### config.mk
export PLATFORM = sky130hd
export DESIGN_NAME = video_timing_gen
export DESIGN_NICKNAME = d
export VERILOG_FILES = /design/src/rtl/video_timing_gen.sv
export SDC_FILE = /design/constraint.sdc
export NUM_CORES = 1
export LEC_CHECK = 0
export CELL_PAD_IN_SITES_DETAIL_PLACEMENT = 0
export CELL_PAD_IN_SITES_GLOBAL_PLACEMENT = 1
export CORE_ASPECT_RATIO = 0.6
export CORE_UTILIZATION = 39
export CTS_BUF_LIST = sky130_fd_sc_hd__clkbuf_4
export DETAILED_ROUTE_END_ITERATION = 8
export PLACE_DENSITY_LB_ADDON = 0.3
export RECOVER_POWER = 50
export SLEW_MARGIN = 20
export SYNTH_ARGS = -nofsm -noshare
export SYNTH_HDL_FRONTEND = slang
export SYNTH_SLANG_ARGS = --single-unit
export TNS_END_PERCENT = 100
### constraint.sdc
create_clock -name pixel_clk -period 2.8 [get_ports pixel_clk]
set_input_delay 0.56 -clock pixel_clk [delete_from_list [all_inputs] [get_ports pixel_clk]]
set_output_delay 0.56 -clock pixel_clk [all_outputs]
set_load 0.1 [all_outputs]
### src/rtl/video_timing_gen.sv
// Raster timing generator: pixel/line counters, polarity-programmable syncs,
// line/frame strobes, frame counter and a latency-matched copy of the flags.
module video_timing_gen #(
   parameter int   ACTIVE_H_PIXELS = 1280,
   parameter int   H_FRONT_PORCH   = 110,
   parameter int   H_SYNC_WIDTH    = 40,
   parameter int   H_BACK_PORCH    = 220,
   parameter int   ACTIVE_LINES    = 720,
   parameter int   V_FRONT_PORCH   = 5,
   parameter int   V_SYNC_WIDTH    = 5,
   parameter int   V_BACK_PORCH    = 20,
   parameter logic H_SYNC_POL      = 1'b1,
   parameter logic V_SYNC_POL      = 1'b1,
   parameter int   FRAME_CNT_W     = 8,
   parameter int   DELAY           = 0,
   localparam int  TOTAL_PIXELS    = ACTIVE_H_PIXELS + H_FRONT_PORCH
                                   + H_SYNC_WIDTH + H_BACK_PORCH,
   localparam int  TOTAL_LINES     = ACTIVE_LINES + V_FRONT_PORCH
                                   + V_SYNC_WIDTH + V_BACK_PORCH,
   localparam int  HW              = $clog2(TOTAL_PIXELS),
   localparam int  VW              = $clog2(TOTAL_LINES)
) (
   input  logic                   pixel_clk,
   input  logic                   rst_n,
   input  logic                   en,
   output logic [HW-1:0]          h_count,
   output logic [VW-1:0]          v_count,
   output logic                   active_draw,
   output logic                   h_sync,
   output logic                   v_sync,
   output logic                   line_end,
   output logic                   new_frame,
   output logic [FRAME_CNT_W-1:0] frame_count,
   output logic                   active_draw_d,
   output logic                   h_sync_d,
   output logic                   v_sync_d,
   output logic                   line_end_d,
   output logic                   new_frame_d
);

   if (H_FRONT_PORCH < 1 || H_SYNC_WIDTH < 1 || H_BACK_PORCH < 1 ||
       V_FRONT_PORCH < 1 || V_SYNC_WIDTH < 1 || V_BACK_PORCH < 1 ||
       DELAY < 0) begin : g_bad_cfg
      $error("video_timing_gen: porch/sync widths must be >=1, DELAY >=0");
   end

   localparam logic [HW-1:0] H_ACT  = HW'(ACTIVE_H_PIXELS);
   localparam logic [HW-1:0] HS_S   = HW'(ACTIVE_H_PIXELS + H_FRONT_PORCH);
   localparam logic [HW-1:0] HS_E   = HW'(ACTIVE_H_PIXELS + H_FRONT_PORCH
                                          + H_SYNC_WIDTH);
   localparam logic [HW-1:0] H_LAST = HW'(TOTAL_PIXELS - 1);
   localparam logic [VW-1:0] V_ACT  = VW'(ACTIVE_LINES);
   localparam logic [VW-1:0] V_LACT = VW'(ACTIVE_LINES - 1);
   localparam logic [VW-1:0] VS_S   = VW'(ACTIVE_LINES + V_FRONT_PORCH);
   localparam logic [VW-1:0] VS_E   = VW'(ACTIVE_LINES + V_FRONT_PORCH
                                          + V_SYNC_WIDTH);
   localparam logic [VW-1:0] V_LAST = VW'(TOTAL_LINES - 1);
   localparam logic [4:0]    FLAGS_RST = {1'b0, ~H_SYNC_POL, ~V_SYNC_POL, 2'b00};

   logic                   running;
   logic [HW-1:0]          h_q;
   logic [VW-1:0]          v_q;
   logic [FRAME_CNT_W-1:0] frame_q;
   logic                   hs_win;
   logic                   vs_win;
   logic [4:0]             flags;
   logic [4:0]             flags_d;

   // The first enabled edge only arms the counters so (0,0) is shown once.
   always_ff @(posedge pixel_clk or negedge rst_n) begin
      if (!rst_n) begin
         running <= 1'b0;
         h_q     <= '0;
         v_q     <= '0;
         frame_q <= '0;
      end else if (en) begin
         if (!running) begin
            running <= 1'b1;
         end else begin
            if (new_frame)
               frame_q <= frame_q + FRAME_CNT_W'(1);
            if (h_q == H_LAST) begin
               h_q <= '0;
               v_q <= (v_q == V_LAST) ? '0 : v_q + VW'(1);
            end else begin
               h_q <= h_q + HW'(1);
            end
         end
      end
   end

   assign hs_win      = running && h_q >= HS_S && h_q < HS_E;
   assign vs_win      = running && v_q >= VS_S && v_q < VS_E;
   assign active_draw = running && h_q < H_ACT && v_q < V_ACT;
   assign h_sync      = hs_win ? H_SYNC_POL : ~H_SYNC_POL;
   assign v_sync      = vs_win ? V_SYNC_POL : ~V_SYNC_POL;
   assign line_end    = running && h_q == H_ACT && v_q < V_ACT;
   assign new_frame   = running && h_q == H_ACT && v_q == V_LACT;

   assign h_count     = h_q;
   assign v_count     = v_q;
   assign frame_count = frame_q;
   assign flags       = {active_draw, h_sync, v_sync, line_end, new_frame};

   if (DELAY <= 0) begin : g_nodly
      assign flags_d = flags;
   end else begin : g_dly
      logic [4:0] dly_q [DELAY];

      always_ff @(posedge pixel_clk or negedge rst_n) begin
         if (!rst_n) begin
            for (int i = 0; i < DELAY; i++)
               dly_q[i] <= FLAGS_RST;
         end else if (en) begin
            dly_q[0] <= flags;
            for (int i = 1; i < DELAY; i++)
               dly_q[i] <= dly_q[i-1];
         end
      end

      assign flags_d = dly_q[DELAY-1];
   end

   assign {active_draw_d, h_sync_d, v_sync_d, line_end_d, new_frame_d} = flags_d;

endmodule

* Word-level counts from Yosys, hierarchy flattened
Cells that the tools add are included.
** Word-level totals
- Word-level logic and storage cells :: 33
- Memories kept :: 0
- Input port bits :: 3
- Memory bits (writable) :: 0
- Bits in read-only memories :: 0
- Output and inout port bits :: 39
- Latch bits :: 0
- Register bits :: 30
** Cells by class
- Reduce and logical (&&, ||, !) cells :: 12
- Equality and inequality tests :: 4
- Magnitude comparators :: 6
- Add/sub/neg operators :: 3
- Divide/modulo/power cells :: 0
- Shift operators :: 0
- Multiply operators :: 0
- Bitwise logic cells :: 0
- Multiplexer cells :: 4
** Operator list (number)
- $eq 11x11->1 const B :: 2
- $lt 11x11->1 const B :: 2
- $eq 10x10->1 const B :: 2
- $lt 10x10->1 const B :: 2
- $add 11x1->11 const B :: 1
- $ge 11x11->1 const B :: 1
- $mux 11 :: 1
- $add 10x1->10 const B :: 1
- $ge 10x10->1 const B :: 1
- $mux 10 :: 1
- $logic_and 1x1->1 :: 9
- $add 8x1->8 const B :: 1
- $reduce_and 3->1 :: 2
- $mux 1 :: 2
- $reduce_and 2->1 :: 1

* Depth between registers and ports, before layout
- Depth after elaboration :: 4
- Gate-level depth with buffers :: 7
- Gate-level depth less buffers :: 6

* Worst setup path before layout
Ideal clock, no wire load.
- Path type :: register to output
- Start :: reg h_q[6], in the netlist h_count[6]
- End :: out new_frame_d
- Stages on the path, launching flop included :: 7
- Data required time :: 2.240 ns
- Setup slack :: -3.438 ns
- Data arrival time :: 5.678 ns
- Path buffers :: 3
- Path through :: dfrtp_1 > buf_6 > or4_1 > or4_1 > buf_6 > nor4_1 > buf_4
** Between the ends
- Longest elaborated chain between the ends :: 3
** RTL lines
- start, declared :: RTL line 61 : logic [HW-1:0] h_q;
- start signal, assigned :: RTL line 86 : h_q <= h_q + HW'(1);
- $eq 11x11->1 :: RTL line 98 : assign new_frame = running && h_q == H_ACT && v_q == V_LACT;
- $logic_and 1x1->1 (2 in a row) :: RTL line 98
- end, declared :: RTL line 38 : output logic new_frame_d
No other way between the ends.

* Worst setup path after layout
- Start :: reg h_q[5], in the netlist h_count[5]
- End :: out line_end
** Between the ends
- Longest elaborated chain between the ends :: 3
** RTL lines
- $eq 11x11->1 :: RTL line 97 : assign line_end = running && h_q == H_ACT && v_q < V_ACT;
- $logic_and 1x1->1 (2 in a row) :: RTL line 97
- end, declared :: RTL line 31 : output logic line_end,
No other way between the ends.

==> results.yml <==
status:
  outcome: "finished with violations"
  violated_checks: "capacitance limit, slew limit, setup timing"
placed_design:
  final_weighted_congestion_in_routability_driven_placement: 0.813
  buffer_ports.inserted: 41
  post-place-ws_ns: 0.136
  dp.final_hpwl_mm: 3.47
critical_path:
  critPathArrivalTime_ns: 2.34
  cpPeakStageDelay_ns: 0.53
  setup.worst_path.end_class: "output port"
  cpMostUsedCell: "sky130_fd_sc_hd__or4_4"
  criticalPathCategory: "reg2out"
  required_time_at_the_endpoint_of_the_critical_path_ns: 2.24
  crit_path_max_fanout: 3
  reg2reg_setup_slack_ns: 0.46
  worst-r2r-cell-count: 5
  slowest_stage: "sky130_fd_sc_hd__or4_4"
  worstSetupStartpointType: "flop"
  crit_family: "simple AND/OR/NAND/NOR gates"
  rr_startpoint: "h_count[5]"
  cp_num_buf_inv: 1
  r2r-end: "frame_count[1]"
  cp_cell_sequence: "or4_4 -> or4_4 -> and2b_4 -> buf_12"
routing:
  drc: 0
  vias: 1646
  drt_first_iter_violations: 89
  antenna_violating_nets_post_route: 0
  drt-total-wl_mm: 4.66
  vias_per_cell: 5.51
  detailedRoute.firstPassIterationCount: 4
  wl_per_cell_um: 15.6
timing:
  final_min_period_over_clock_period: 1.03
  clock-skew-final_ns: 0.0117
  fmax_mhz: 345
  finalMaxSlewViolations: 31
  final_period_minus_worst_setup_slack_ns: 2.90
  timing_worst_slew_pin_value_ns: 1.66
  rel_slew_slack: -0.108
  final_setup_vio_count: 4
  setup_repair_after_global_routing_missed_its_margin: "yes"
  final_number_of_hold_violating_endpoints: 0
  post_route_worst_setup_slack_ns: -0.0978
clock_tree:
  cts_sinks: 30
  tritoncts: "built"
  latest_clock_arrival_within_the_worst_skew_pair_ns: 0.32
  cts.root.buffer_cell: "sky130_fd_sc_hd__clkbuf_4"
  clockBufferDepth: 2
  cts_hold_buf: 0
  cts-buffers-inserted: 5
  cts-htree-levels: 2
  clk_pin_slew_worst_paths_ns: 0.10
yosys:
  synth.area.top_cells: "sky130_fd_sc_hd__dfrtp_1, sky130_fd_sc_hd__ha_1, sky130_fd_sc_hd__xor2_1"
  synth_top_cell_by_area: "sky130_fd_sc_hd__dfrtp_1"
  synth_edf_count: 0
  synth.ff_latch_count: 30
  synthesis.area_per_instance_um2: 9.31
  synth_commonest_cells: "sky130_fd_sc_hd__dfrtp_1, sky130_fd_sc_hd__nand2_1, sky130_fd_sc_hd__nor3_1"
  synth_async_sr_flop_share: 1.00
  synthDistinctLibCells: 43
  synth.yosys.warnings: 0
  postSynthCellCount: 195
  synth.net_count: 205
  synth_most_common_cell: "sky130_fd_sc_hd__dfrtp_1"
  seq_area_frac_synth: 0.414
  mappedNetlistArea_um2: 1820
  yosysTopAreaCellShare: 0.414
  ys_dominant_reg_cell: "sky130_fd_sc_hd__dfrtp_1"
die:
  pin_count: 42
  design.die.area_um2: 4940
  num_rows: 18
  die-width_um: 90.1
  initial_utilization: 0.424
  fp.dieH_um: 54.9
  fp.coreArea_um2: 4280
worst_hold_path:
  holdCritStartpoint: "frame_count[7]"
  worstHoldPathType: "reg2reg"
  worst_hold_path.num_cells: 1
  worst_hold_path.endpoint: "frame_count[7]"
grt:
  vias_in_the_first_global_route: 1498
  grt_first_pass_wirelength_mm: 7.64
  global_route.overflow_total: 0
  grt_antenna_before_repair: 0
  grt_start_max_net_pins: 31
  global_route.usage.total: 0.203
cells_and_area:
  final_layout_size_suffix_gt1_frac: 0.297
  flow.area_growth_from_synthesis_pct: 30.1
  num_antenna_cells: 0
  layout.core_utilization: 0.552
  final_nets: 248
power:
  p_leak_nw: 1.02
  pwr_density_cell_nw_per_um2: 541
  irDropWorstVdd_mv: 0.547
flow_run:
  max-cap-violations: 1
## cell usage in the layout, fill, tap and decap left out, drive strengths merged, types with 2 or more instances in the layout
cell,synthesis,final
or2,2,2
nand3b,2,2
clkbuf,4,20
xor2,9,9
nand4,9,9
a21o,2,2
a21oi,5,5
buf,10,34
or4,4,4
nand3,11,11
o31ai,2,2
nor4,5,5
or3,4,4
a31oi,3,3
mux2,2,2
ha,7,7
nand2,14,14
and3,4,4
clkinv,0,2
dfrtp,30,30
nor3,12,12
inv,10,10
o21ai,11,11
mux2i,2,2
dlygate4sd3,0,2
nor2,11,11
nand4b,3,3
xnor2,4,4
and2,2,2
## state kept, by name (all words and copies together) (netlist names)
register / cells
h_count: 11
v_count: 10
frame_count: 8
running: 1
## layout make-up
| type | instances | area [um^2] |
|---|---|---|
| clock buffers | 6 | 45.0 |
| flip-flops and latches | 30 | 777 |
| well taps | 60 | 75.1 |
| clock inverters | 2 | 8.76 |
| repair buffers | 50 | 453 |
| multi-input cells | 141 | 966 |
| fillers | 421 | 1920 |
| inverters | 10 | 37.5 |
## logic make-up (layout without fill, tap and decap cells)
family | after synthesis | after routing | synth area share
multiplexers | 4 | 4 | 0.0234
flip-flops | 30 | 30 | 0.414
buffers and inverters | 24 | 68 | 0.0758
XOR/XNOR | 13 | 13 | 0.0627
adder cells (fa/ha/maj) | 7 | 7 | 0.0482
AND/OR/NAND/NOR | 87 | 87 | 0.274
AO/OA/AOI/OAI | 30 | 30 | 0.103
## power by group
group,leakage [nW],total [mW],internal (mW),switching [mW]
Clock,0.0331,0.256,0.104,0.152
Combinational,0.624,0.484,0.123,0.361
Sequential,0.362,0.538,0.473,0.0648
## timing repair
item                       CTS  global route
gates cloned                 0             0
pin swaps                    1             3
setup buffers                1             0
gates resized for setup      2             0
setup endpoints to repair    4             4
## stage by stage
stage	TNS [ns]	instances	hold WS, ns	total power, mW	instance area, um^2
after floorplan	-3.42	195	0.264	0.921	1890
after global placement	0	290	0.458	1.02	2350
after detailed placement	0	290	0.473	1.03	2350
after CTS	-0.462	299	0.487	1.30	2410
after global routing	-0.694	299	0.517	1.35	2360
final	-0.381	299	0.474	1.28	2360
## worst max-delay path by stage
stage / slack [ns] / startpoint / to / cells after the start
floorplan: -1.02 / h_count[6] / new_frame_d / 6
global placement: 0.20 / h_count[6] / new_frame_d / 4
detailed placement: 0.14 / h_count[6] / new_frame / 4
CTS: -0.16 / h_count[6] / new_frame / 5
global route: -0.19 / h_count[5] / new_frame_d / 5
finish: -0.1 / h_count[5] / line_end / 4
## routing by layer
metal	vias up	wire, um	global-route usage
met1	803	2290	0.286
met4	0	40	0.0565
met5	-	0	0
met3	6	302	0.0514
met2	55	2030	0.312
li1	782	-	-
## worst register-to-register path, cell delays in order (launching register included)
cell and delay (ns):
sky130_fd_sc_hd__dfrtp_4 0.48, sky130_fd_sc_hd__or4_4 0.51, sky130_fd_sc_hd__or4_4 0.53, sky130_fd_sc_hd__buf_4 0.19
sky130_fd_sc_hd__nor2_1 0.17, sky130_fd_sc_hd__mux2_2 0.36
Power figures use the tool's default switching activity.
